===== config.mk =====
export PLATFORM = sky130hd
export DESIGN_NAME = ddr_mem_arbiter
export DESIGN_NICKNAME = d
export VERILOG_FILES = /design/src/rtl/ddr_mem_arbiter.sv
export SDC_FILE = /design/constraint.sdc
export NUM_CORES = 1
export LEC_CHECK = 0
export CAP_MARGIN = 20
export CORE_MARGIN = 5
export CORE_UTILIZATION = 35
export DETAILED_ROUTE_END_ITERATION = 8
export MAX_ROUTING_LAYER = met4
export PLACE_DENSITY = 0.76
export SETUP_SLACK_MARGIN = 0.02
export SLEW_MARGIN = 40
export SYNTH_ARGS = -nofsm -noshare
export SYNTH_HDL_FRONTEND = slang
export SYNTH_SLANG_ARGS = --single-unit

===== constraint.sdc =====
create_clock -name i_clk -period 1.3 [get_ports i_clk]
set_clock_uncertainty 0.05 [all_clocks]
set_input_delay 0.325 -clock i_clk [delete_from_list [all_inputs] [get_ports i_clk]]
set_output_delay 0.325 -clock i_clk [all_outputs]
set_load 0.005 [all_outputs]

===== src/rtl/ddr_mem_arbiter.sv =====
// Two-requester arbiter/sequencer for the 8x8 DDR DRAM macro: IDLE -> ISSUE -> WAIT -> ACK.
// Define DDR_ARB_RR_EN for round-robin tie-break; otherwise A has fixed priority on ties.
module ddr_mem_arbiter #(
  parameter int unsigned ADDR_W = 3,
  parameter int unsigned DATA_W = 8
) (
  input  logic              i_clk,
  input  logic              i_rst,
  input  logic              i_a_req,
  input  logic              i_a_rw,
  input  logic [ADDR_W-1:0] i_a_addr,
  input  logic [DATA_W-1:0] i_a_wdata,
  output logic              o_a_ack,
  output logic [DATA_W-1:0] o_a_rdata,
  input  logic              i_b_req,
  input  logic              i_b_rw,
  input  logic [ADDR_W-1:0] i_b_addr,
  input  logic [DATA_W-1:0] i_b_wdata,
  output logic              o_b_ack,
  output logic [DATA_W-1:0] o_b_rdata,
  output logic              o_mem_enable,
  output logic              o_mem_rw,
  output logic [ADDR_W-1:0] o_mem_addr,
  output logic [DATA_W-1:0] o_mem_data,
  input  logic [DATA_W-1:0] i_mem_read,
  output logic              o_busy
);

  typedef enum logic [1:0] {S_IDLE, S_ISSUE, S_WAIT, S_ACK} state_t;

  state_t            r_state;
  state_t            w_state_nxt;
  logic              w_grant_b;
  logic              w_load;
  logic              w_enable_nxt;
  logic              w_ack_nxt;
  logic              r_grant_b;
  logic              r_mem_enable;
  logic              r_mem_rw;
  logic [ADDR_W-1:0] r_mem_addr;
  logic [DATA_W-1:0] r_mem_data;
  logic              r_a_ack;
  logic              r_b_ack;
  logic [DATA_W-1:0] r_a_rdata;
  logic [DATA_W-1:0] r_b_rdata;
  logic              r_busy;

`ifdef DDR_ARB_RR_EN
  logic r_last_b;

  // Tie goes to whoever was not granted last.
  always_comb begin
    w_grant_b = i_b_req;
    if (i_a_req && i_b_req) begin
      w_grant_b = ~r_last_b;
    end
  end

  always_ff @(posedge i_clk) begin
    if (i_rst) begin
      r_last_b <= 1'b1;
    end else if (w_load) begin
      r_last_b <= w_grant_b;
    end
  end
`else
  // A wins every tie.
  always_comb begin
    w_grant_b = i_b_req & ~i_a_req;
  end
`endif

  always_ff @(posedge i_clk) begin
    if (i_rst) begin
      r_state <= S_IDLE;
    end else begin
      r_state <= w_state_nxt;
    end
  end

  always_comb begin
    w_state_nxt  = r_state;
    w_load       = 1'b0;
    w_enable_nxt = 1'b0;
    w_ack_nxt    = 1'b0;
    case (r_state)
      S_IDLE: begin
        if (i_a_req || i_b_req) begin
          w_state_nxt  = S_ISSUE;
          w_load       = 1'b1;
          w_enable_nxt = 1'b1;
        end
      end
      S_ISSUE: w_state_nxt = S_WAIT;
      S_WAIT: begin
        w_state_nxt = S_ACK;
        w_ack_nxt   = 1'b1;
      end
      S_ACK:   w_state_nxt = S_IDLE;
      default: w_state_nxt = S_IDLE;
    endcase
  end

  // Command registers double as the memory pin drivers; they hold until the next grant.
  always_ff @(posedge i_clk) begin
    if (i_rst) begin
      r_grant_b    <= 1'b0;
      r_mem_enable <= 1'b0;
      r_mem_rw     <= 1'b0;
      r_mem_addr   <= '0;
      r_mem_data   <= '0;
      r_a_ack      <= 1'b0;
      r_b_ack      <= 1'b0;
      r_a_rdata    <= '0;
      r_b_rdata    <= '0;
      r_busy       <= 1'b0;
    end else begin
      r_mem_enable <= w_enable_nxt;
      r_busy       <= (w_state_nxt != S_IDLE);
      r_a_ack      <= w_ack_nxt & ~r_grant_b;
      r_b_ack      <= w_ack_nxt & r_grant_b;
      if (w_load) begin
        r_grant_b  <= w_grant_b;
        r_mem_rw   <= w_grant_b ? i_b_rw    : i_a_rw;
        r_mem_addr <= w_grant_b ? i_b_addr  : i_a_addr;
        r_mem_data <= w_grant_b ? i_b_wdata : i_a_wdata;
      end
      if (w_ack_nxt && !r_mem_rw) begin
        if (r_grant_b) begin
          r_b_rdata <= i_mem_read;
        end else begin
          r_a_rdata <= i_mem_read;
        end
      end
    end
  end

  assign o_mem_enable = r_mem_enable;
  assign o_mem_rw     = r_mem_rw;
  assign o_mem_addr   = r_mem_addr;
  assign o_mem_data   = r_mem_data;
  assign o_a_ack      = r_a_ack;
  assign o_b_ack      = r_b_ack;
  assign o_a_rdata    = r_a_rdata;
  assign o_b_rdata    = r_b_rdata;
  assign o_busy       = r_busy;

endmodule


==> impl_metrics.py, run 1 <==
metrics = {
    "run_status": {
        "status": "finished, violations left",
        "violations": "negative setup slack",
    },
    "yosys": {
        "ys_seq_elements": 35,
        "syn_area_um2": 1370,
        "synth_top_area_share_pct": 51.3,
        "avgSynthCellArea_um2": 9.29,
        "yosys-top-cells-area": "dfxtp_1, mux2i_1, nor2_1, a211oi_1, a21oi_1",
        "synth_edf_count": 0,
        "syn-num-nets": 187,
        "synth_top_cell_by_area": "dfxtp_1",
        "synth_common_cells": "dfxtp_1, nor2_1, mux2i_1",
        "ys_types": 21,
        "yosys_warnings": 0,
        "ys_seq_area_share_pct": 51.3,
        "async_flop_share_pct": 0,
        "synth_most_common_cell": "dfxtp_1",
        "synthFlopType": "dfxtp_1",
        "syn_inst": 147,
    },
    "routing": {
        "vias_per_cell": 4.84,
        "num_vias": 1354,
        "postRouteAntennaNets": 0,
        "drc": 0,
        "dr.pass1.iters": 4,
        "drt_wl_total_mm": 4.19,
        "drtIter0Drc": 52,
        "avgRoutedWirePerCell_um": 15.0,
    },
    "cells_and_area": {
        "layout-area-overhead-vs-synth_pct": 85.5,
        "finish.net_count": 271,
        "fin_area_um2": 2530,
        "fillCellCount": 307,
        "fin_util_pct": 68.2,
        "drive_gt1_share_pct": 28.9,
        "antenna_cells": 0,
    },
    "floorplan": {
        "die_h_um": 72.5,
        "core_region_area_um2": 3720,
        "rows": 22,
        "dieArea_um2": 5250,
        "initial_core_util_pct": 36.8,
        "num_io_pins": 68,
        "die_w_um": 72.5,
    },
    "timing": {
        "final.period_utilization_pct": 104,
        "setup_viol": 9,
        "hold_viol": 0,
        "tightest_slew_ps": 301,
        "slew_violations": 0,
        "slew-limit-headroom_pct": 80.0,
        "fin_setup_tns_ps": -185,
        "fmax_mhz": 740,
        "finalWorstSetupSlack_ps": -51.7,
        "rsz0062_at_grt": "true",
        "period_needed_ps": 1350,
    },
    "cts": {
        "cts_hold_buf": 0,
        "insertion_delay_ps": 280,
        "h-tree-depth": 2,
        "cts_max_path_buffers": 2,
        "clk_pin_slew_ps": 70,
        "cts_sinks": 35,
        "cts_tree": "yes",
        "cts_buffers": 5,
        "clockRootBuffer": "clkbuf_8",
    },
    "setup_path": {
        "r2r-end": "o_a_rdata[0]",
        "critPathMaxFanout": 8,
        "ff2ff_path_depth": 6,
        "r2r_setup_slack_ps": -50,
        "crit_path_end_kind": "flop",
        "regToRegStartpoint": "r_state[0]",
        "crit_arrival_ps": 1480,
        "critPathKind": "reg2reg",
        "cp_data_required_time_ps": 1430,
        "start_kind": "flop",
    },
    "grt": {
        "grt_pass1_wl_mm": 5.85,
        "grt_max_degree": 17,
        "antenna_found_initial": 0,
        "overflow": 0,
        "grt_use_total_pct": 14.9,
        "grt_pass1_vias": 1252,
    },
    "placement": {
        "port_buffers": 67,
        "place.gp.congestion": 0.804,
        "pre_cts_ws_ps": -396,
        "dp_hpwl_mm": 2.70,
        "postPlaceCellArea_um2": 2220,
    },
    "worst_hold_path": {
        "hp-start": "o_a_rdata[3]",
        "hold_path.class": "reg2reg",
        "hold_depth": 2,
        "hold_path_end": "o_a_rdata[3]",
    },
    "power": {
        "power-per-cell-area_nw_per_um2": 1810,
        "finalPower_uw": 4580,
        "power_leakage_uw": 0.00112,
        "ir_worst_vdd_mv": 0.988,
    },
    "job": {
        "cap_violations": 0,
    },
}
-- metrics by stage --
| step | hold slack, ps | instances |
|---|---|---|
| 2_1_floorplan | 371 | 147 |
| 3_3_place_gp | 424 | 267 |
| 3_5_place_dp | 438 | 267 |
| 4_1_cts | 426 | 276 |
| 5_1_grt | 459 | 280 |
| 6_report | 446 | 280 |
-- power by group --
| part | internal, µW | total, µW | switching (µW) |
|---|---|---|---|
| combinational | 1240 | 2190 | 954 |
| clock | 484 | 865 | 381 |
| sequential | 1360 | 1530 | 173 |
| total | 3080 | 4580 | 1510 |
-- metal layers --
metal | vias up | part of all wire, % | track usage (%)
met5 | - | 0 | -
met4 | 0 | 2.2 | 7.38
met3 | 9 | 7.6 | 4.43
met2 | 51 | 51 | 23.4
met1 | 627 | 39 | 17.4
li1 | 667 | - | -
-- cell usage in the layout (no fill, tap or decap), types with 7 or more instances in the layout --
master,synthesis,routed
buf_4,0,11
dlygate4sd2_1,0,31
nor2_1,30,22
a21oi_1,12,7
clkbuf_8,0,7
dfxtp_1,35,29
clkdlybuf4s50_1,0,33
mux2i_1,16,15
a211oi_2,0,9
nand2_1,13,13
-- how the worst max path moves through the flow --
stage	from	end	slack, ps	cells after the start
final	r_state[0]	o_a_rdata[0]	-50	6
after global routing	r_state[0]	o_a_rdata[0]	-140	6
after CTS	r_state[1]	o_mem_addr[1]	-80	6
after detailed placement	i_a_req	o_mem_data[3]	-400	5
after global placement	i_a_req	o_mem_addr[1]	-340	5
after floorplan	r_state[0]	o_a_rdata[0]	30	6
-- kinds of logic after synthesis --
| family | after synthesis | share of synthesized area [%] |
|---|---|---|
| AO/OA/AOI/OAI | 28 | 13.1 |
| multiplexers | 16 | 11.7 |
| flip-flops | 35 | 51.3 |
| buffers and inverters | 12 | 3.85 |
| AND/OR/NAND/NOR | 52 | 16.4 |
| adder cells (fa/ha/maj) | 4 | 3.66 |
-- worst max-delay path, stage by stage, from the launching register on --
cell and delay [ps]:
dfxtp_2 340, inv_4 80, ha_4 140, nor3b_4 180, buf_6 180, mux2i_1 220
nor2_1 60
-- registers in the layout (all words and copies together) (netlist names) --
name / flops
o_mem_rw: 1
o_mem_enable: 1
o_mem_data: 8
o_mem_addr: 3
o_b_rdata: 8
r_state: 2
o_a_rdata: 8
o_a_ack: 1
o_b_ack: 1
r_grant_b: 1
o_busy: 1
-- timing repair --
item,in CTS,in global routing
setup buffers,1,2
setup endpoints to repair,58,30
endpoints found under the hold margin,0,0
resized for setup,42,48
cloned,0,2
pin swaps,1,18
-- final cells by class --
class                   instances  area, µm²  area share (%)
repair buffers                 87        865            34.1
multi-input cells             100        787            31.0
flip-flops and latches         35        711            28.0
clock buffers                   8        100            3.95
well taps                      48       60.1            2.37
inverters                       2       12.5           0.494
No activity file was read; power rests on OpenSTA's default activity.
==> run 2, diff against run 1 <==
Settings changed: ABC_AREA from default to 1, CORE_UTILIZATION 35 to 42, PLACE_DENSITY 0.76 to 0.81.
Clock period 1.3 ns to 1.4 ns, I/O delays scaled along.
==> run 2 against run 1 <==
Compared with the run above: the flow now finishes without violations; sequential power fell by 8%; largest power group unchanged; critical path type is now in2reg; synthesized cell count is 69% higher; final area fell by 1.6%.
==> impl_metrics.py, run 2 <==
metrics = {
    "routing": {
        "vias_per_cell": 4.44,
        "dr.pass1.iters": 4,
        "avgRoutedWirePerCell_um": 10.6,
        "num_vias": 1656,
        "drtIter0Drc": 75,
        "drc": 0,
        "postRouteAntennaNets": 0,
        "drt_wl_total_mm": 3.95,
    },
    "setup_path": {
        "critPathKind": "in2reg",
        "regToRegStartpoint": "r_state[0]",
        "start_kind": "input pin",
        "crit_path_end_kind": "flop",
        "crit_arrival_ps": 1480,
        "setup.worst_path.start": "i_a_req",
        "cp_data_required_time_ps": 1530,
        "critPathMaxFanout": 3,
    },
    "cts": {
        "cts_buffers": 5,
        "clockRootBuffer": "clkbuf_8",
        "clk_pin_slew_ps": 70,
        "cts_hold_buf": 0,
        "cts_max_path_buffers": 2,
        "cts_sinks": 35,
        "insertion_delay_ps": 290,
        "h-tree-depth": 2,
        "cts_tree": "yes",
    },
    "cells_and_area": {
        "stdcell_count": 373,
        "layout-area-overhead-vs-synth_pct": 51.8,
        "drive_gt1_share_pct": 10.5,
        "fin_area_um2": 2490,
        "final_common_cell": "nor2_1",
        "finish.net_count": 365,
        "antenna_cells": 0,
        "final_cell_mix": "nor2_1, nand2_1, inv_1, clkdlybuf4s50_1, dlygate4sd2_1",
    },
    "job": {
        "cap_violations": 0,
    },
    "floorplan": {
        "initial_core_util_pct": 44.2,
        "rows": 22,
        "die_h_um": 72.6,
        "die_w_um": 72.6,
        "dieArea_um2": 5270,
        "num_io_pins": 68,
        "core_region_area_um2": 3720,
    },
    "grt": {
        "overflow": 0,
        "grt_pass1_vias": 1509,
        "grt_pass1_wl_mm": 6.27,
        "antenna_found_initial": 0,
        "grt_use_total_pct": 15.8,
        "grt_max_degree": 18,
    },
    "yosys": {
        "async_flop_share_pct": 0,
        "synthFlopType": "dfxtp_1",
        "ys_types": 18,
        "synth_edf_count": 0,
        "synth_common_cells": "nor2_1, nand2_1, inv_1",
        "yosys-top-cells-area": "dfxtp_1, nor2_1, nand2_1, inv_1, nand3_1",
        "avgSynthCellArea_um2": 6.60,
        "syn_area_um2": 1640,
        "syn_inst": 249,
        "ys_seq_area_share_pct": 42.6,
        "yosys_warnings": 0,
        "synth_most_common_cell": "nor2_1",
        "ys_seq_elements": 35,
        "synth_top_cell_by_area": "dfxtp_1",
        "synth_top_area_share_pct": 42.6,
        "syn-num-nets": 289,
    },
    "power": {
        "power-per-cell-area_nw_per_um2": 1510,
        "ir_worst_vdd_mv": 0.821,
        "power_leakage_uw": 0.00133,
        "finalPower_uw": 3780,
    },
    "placement": {
        "dp_hpwl_mm": 2.97,
        "postPlaceCellArea_um2": 2380,
        "dpl.cell_count": 363,
        "port_buffers": 67,
        "place.gp.congestion": 0.867,
    },
    "timing": {
        "hold_viol": 0,
        "fmax_mhz": 743,
        "period_needed_ps": 1350,
        "slew-limit-headroom_pct": 80.8,
        "rsz0062_at_grt": "true",
        "slew_violations": 0,
        "tightest_slew_ps": 287,
        "fin_setup_tns_ps": 0,
        "hold-worst-slack_ps": 427,
        "setup_viol": 0,
        "final.period_utilization_pct": 96.2,
    },
    "run_status": {
        "status": "completed",
    },
    "worst_hold_path": {
        "hold_path.class": "reg2reg",
        "hp-start": "o_b_rdata[0]",
    },
}
[run 2: cells by family after synthesis]
family	after synthesis	share of synthesized area (%)
and+or+nand+nor	149	37.4
buffers and inverters	50	13.3
DFF	35	42.6
AOI/OAI and AO/OA	11	3.58
adders and majority gates	4	3.04
[run 2: metal layers]
layer  share of wire [%]  up-vias  routed length (µm)  GRT usage [%]
li1                    -      883                   -              -
met1                  41      705                1640           16.2
met2                  47       60                1840           27.7
met3                  10        8                 415           5.12
met4                 1.4        0                  56           6.56
met5                   0        -                   0              -
[run 2: what timing repair did]
action	in CTS	in global routing
setup buffers	0	2
endpoints found under the hold margin	0	0
pin swaps	0	3
gates resized for setup	37	8
setup endpoints to repair	32	22
gates cloned	0	1
[run 2: path summary, 6_finish.rpt]
path                            slack [ps]  depth (start not counted)           end
worst max-delay path                    50                          6        o_busy
worst min-delay path                   430                          2  o_b_rdata[0]
worst max register to register         160                          6  o_a_rdata[0]
worst min register to register         430                          2  o_b_rdata[0]
[run 2: cell type report]
type	instances	area [µm²]
clock buffer	6	82.6
clock inverter	1	5.00
fill	354	1220
inverter	41	159
multi-input combinational	165	748
sequential	35	707
tap	48	60.1
timing repair buffer	77	733
[run 2: report_power, final]
part	internal, µW	switching (µW)	total [µW]	leakage [µW]
Combinational	769	858	1630	0.000992
Clock	386	349	734	0.0000470
Sequential	1280	131	1410	0.000289
[run 2: critical path, cell delays in order]
cell	delay, ps
clkdlybuf4s50_1	460
nor2_2	290
buf_4	160
nand3_1	50
nand2_1	80
o21ai_0	80
[run 2: metrics by stage]
stage               util (%)  setup WS, ps
floorplan                  -           163
global placement        64.1          -237
detailed placement      64.1          -274
CTS                     65.6          40.0
global route            67.1         -10.6
finish                  67.1          53.7
==> run 3, diff against run 2 <==
Settings changed: CORE_MARGIN 5 to default, CORE_UTILIZATION 42 to 40, PLACE_DENSITY 0.81 to 0.78.
==> run 3 against run 2 <==
Compared with the run above: flip-flop and latch count stayed put; total power is 0.84% higher; die area is 17% lower; via count is 2.8% lower; largest power group unchanged; sequential power hardly changed; setup slack better by 67 ps; first-iteration DRC count is 8.0% higher; routed wire length is 9.3% lower; combinational power hardly changed; clock-buffer cell count is 2 higher; register-to-register slack worse by 40 ps.
==> impl_metrics.py, run 3 (synthesized netlist as in run 2, its figures left out) <==
metrics = {
    "run_status": {
        "status": "completed",
    },
    "routing": {
        "num_vias": 1610,
        "drt_wl_total_mm": 3.59,
        "avgRoutedWirePerCell_um": 9.57,
        "drtIter0Drc": 81,
        "drc": 0,
        "dr.pass1.iters": 4,
        "postRouteAntennaNets": 0,
        "vias_per_cell": 4.29,
    },
    "setup_path": {
        "critPathKind": "reg2reg",
        "setup.worst_path.start": "r_state[0]",
        "slowest_delay_ps": 300,
        "crit_arrival_ps": 1420,
        "crit_path_frequent_cell": "nand2_1",
        "cp_data_required_time_ps": 1540,
        "start_kind": "flop",
        "crit_path_end_kind": "flop",
        "ff2ff_path_depth": 8,
        "path_cells": "inv_1 -> ha_1 -> buf_4 -> o21ai_2 -> buf_6 -> nand2_1 -> nand2_1 -> nor2_1",
        "regToRegStartpoint": "r_state[0]",
        "critPathMaxFanout": 7,
        "worst_path_max_delay_cell": "dfxtp_1",
    },
    "timing": {
        "final.period_utilization_pct": 91.4,
        "slew-limit-headroom_pct": 82.2,
        "rsz0062_at_grt": "true",
        "fmax_mhz": 781,
        "setup_viol": 0,
        "hold-worst-slack_ps": 425,
        "period_needed_ps": 1280,
        "slew_violations": 0,
        "hold_viol": 0,
        "finalWorstSetupSlack_ps": 120,
        "tightest_slew_ps": 267,
    },
    "grt": {
        "grt_use_total_pct": 17.6,
        "grt_max_degree": 23,
        "antenna_found_initial": 0,
        "grt_pass1_wl_mm": 5.61,
        "overflow": 0,
        "grt_pass1_vias": 1349,
    },
    "power": {
        "ir_worst_vdd_mv": 0.657,
        "power-per-cell-area_nw_per_um2": 1520,
        "power_leakage_uw": 0.00135,
    },
    "floorplan": {
        "die_h_um": 66.1,
        "die_w_um": 66.1,
        "rows": 22,
        "dieArea_um2": 4370,
        "initial_core_util_pct": 43.3,
        "core_region_area_um2": 3800,
        "num_io_pins": 68,
    },
    "cts": {
        "clockRootBuffer": "clkbuf_8",
        "cts_buffers": 5,
        "insertion_delay_ps": 280,
        "cts_tree": "yes",
        "cts_hold_buf": 0,
        "cts_sinks": 35,
        "h-tree-depth": 2,
        "clk_pin_slew_ps": 70,
        "cts_max_path_buffers": 2,
    },
    "cells_and_area": {
        "finish.net_count": 366,
        "drive_gt1_share_pct": 11.0,
        "final_common_cell": "nor2_1",
        "antenna_cells": 0,
        "final_cell_mix": "nor2_1, nand2_1, inv_1, clkdlybuf4s50_1, dlygate4sd2_1",
        "fin_area_um2": 2510,
        "layout-area-overhead-vs-synth_pct": 52.7,
    },
    "placement": {
        "port_buffers": 67,
        "dp_hpwl_mm": 2.64,
        "postPlaceCellArea_um2": 2400,
        "pre_cts_ws_ps": -273,
        "place.gp.congestion": 0.750,
    },
    "worst_hold_path": {
        "hp-start": "o_b_rdata[1]",
        "hold_path.class": "reg2reg",
        "hold_depth": 2,
    },
    "job": {
        "cap_violations": 0,
    },
}
==> run 3: critical path: cells and delay by family, from the launching register on <==
kind	cells	cell delay, ps
fa+ha+maj	1	220
simple gates	3	160
flops	1	300
buf+inv	3	370
compound gates	1	80
==> run 3: layer usage <==
| metal | global-route usage, % | wire, µm | up-vias |
|---|---|---|---|
| met2 | 28.8 | 1610 | 59 |
| met1 | 18.5 | 1580 | 658 |
| met4 | 9.04 | 78 | 0 |
| li1 | - | - | 884 |
| met3 | 6.38 | 318 | 9 |
| met5 | - | 0 | - |
==> run 3: worst paths after layout <==
check | endpoint | slack [ps]
setup / recovery | o_mem_data[5] | 120
hold reg to reg | o_b_rdata[1] | 420
setup reg to reg | o_mem_data[5] | 120
hold / removal | o_b_rdata[1] | 420
==> run 3: timing repair <==
item | in CTS | in global routing
setup buffers | 0 | 0
pin swaps | 0 | 1
resized for setup | 39 | 8
cloned | 0 | 1
endpoints found under the setup margin | 34 | 21
==> run 3: stage by stage <==
| step | util (%) | std cells | setup TNS [ps] | total power (µW) |
|---|---|---|---|---|
| after floorplan | - | 249 | 0 | 2390 |
| after CTS | 65.2 | 374 | 0 | 3780 |
| after global routing | 66.1 | 375 | -8.84 | 4120 |
| after global placement | 63.3 | 366 | -3140 | 3100 |
| final | 66.1 | 375 | 0 | 3810 |
| after detailed placement | 63.3 | 366 | -3490 | 3140 |
==> run 3: power by group <==
group	internal, µW	total (µW)	leakage, µW	switching [µW]
Clock	448	787	0.0000515	338
Sequential	1290	1410	0.000290	125
Combinational	765	1610	0.00101	843
Total	2500	3810	0.00135	1310
==> run 3: layout make-up <==
class	instances	area [µm²]
multi-input combinational	165	746
timing repair buffer	78	738
inverter	41	156
sequential	35	709
clock buffer	8	100
fill	336	1290
tap	48	60.1
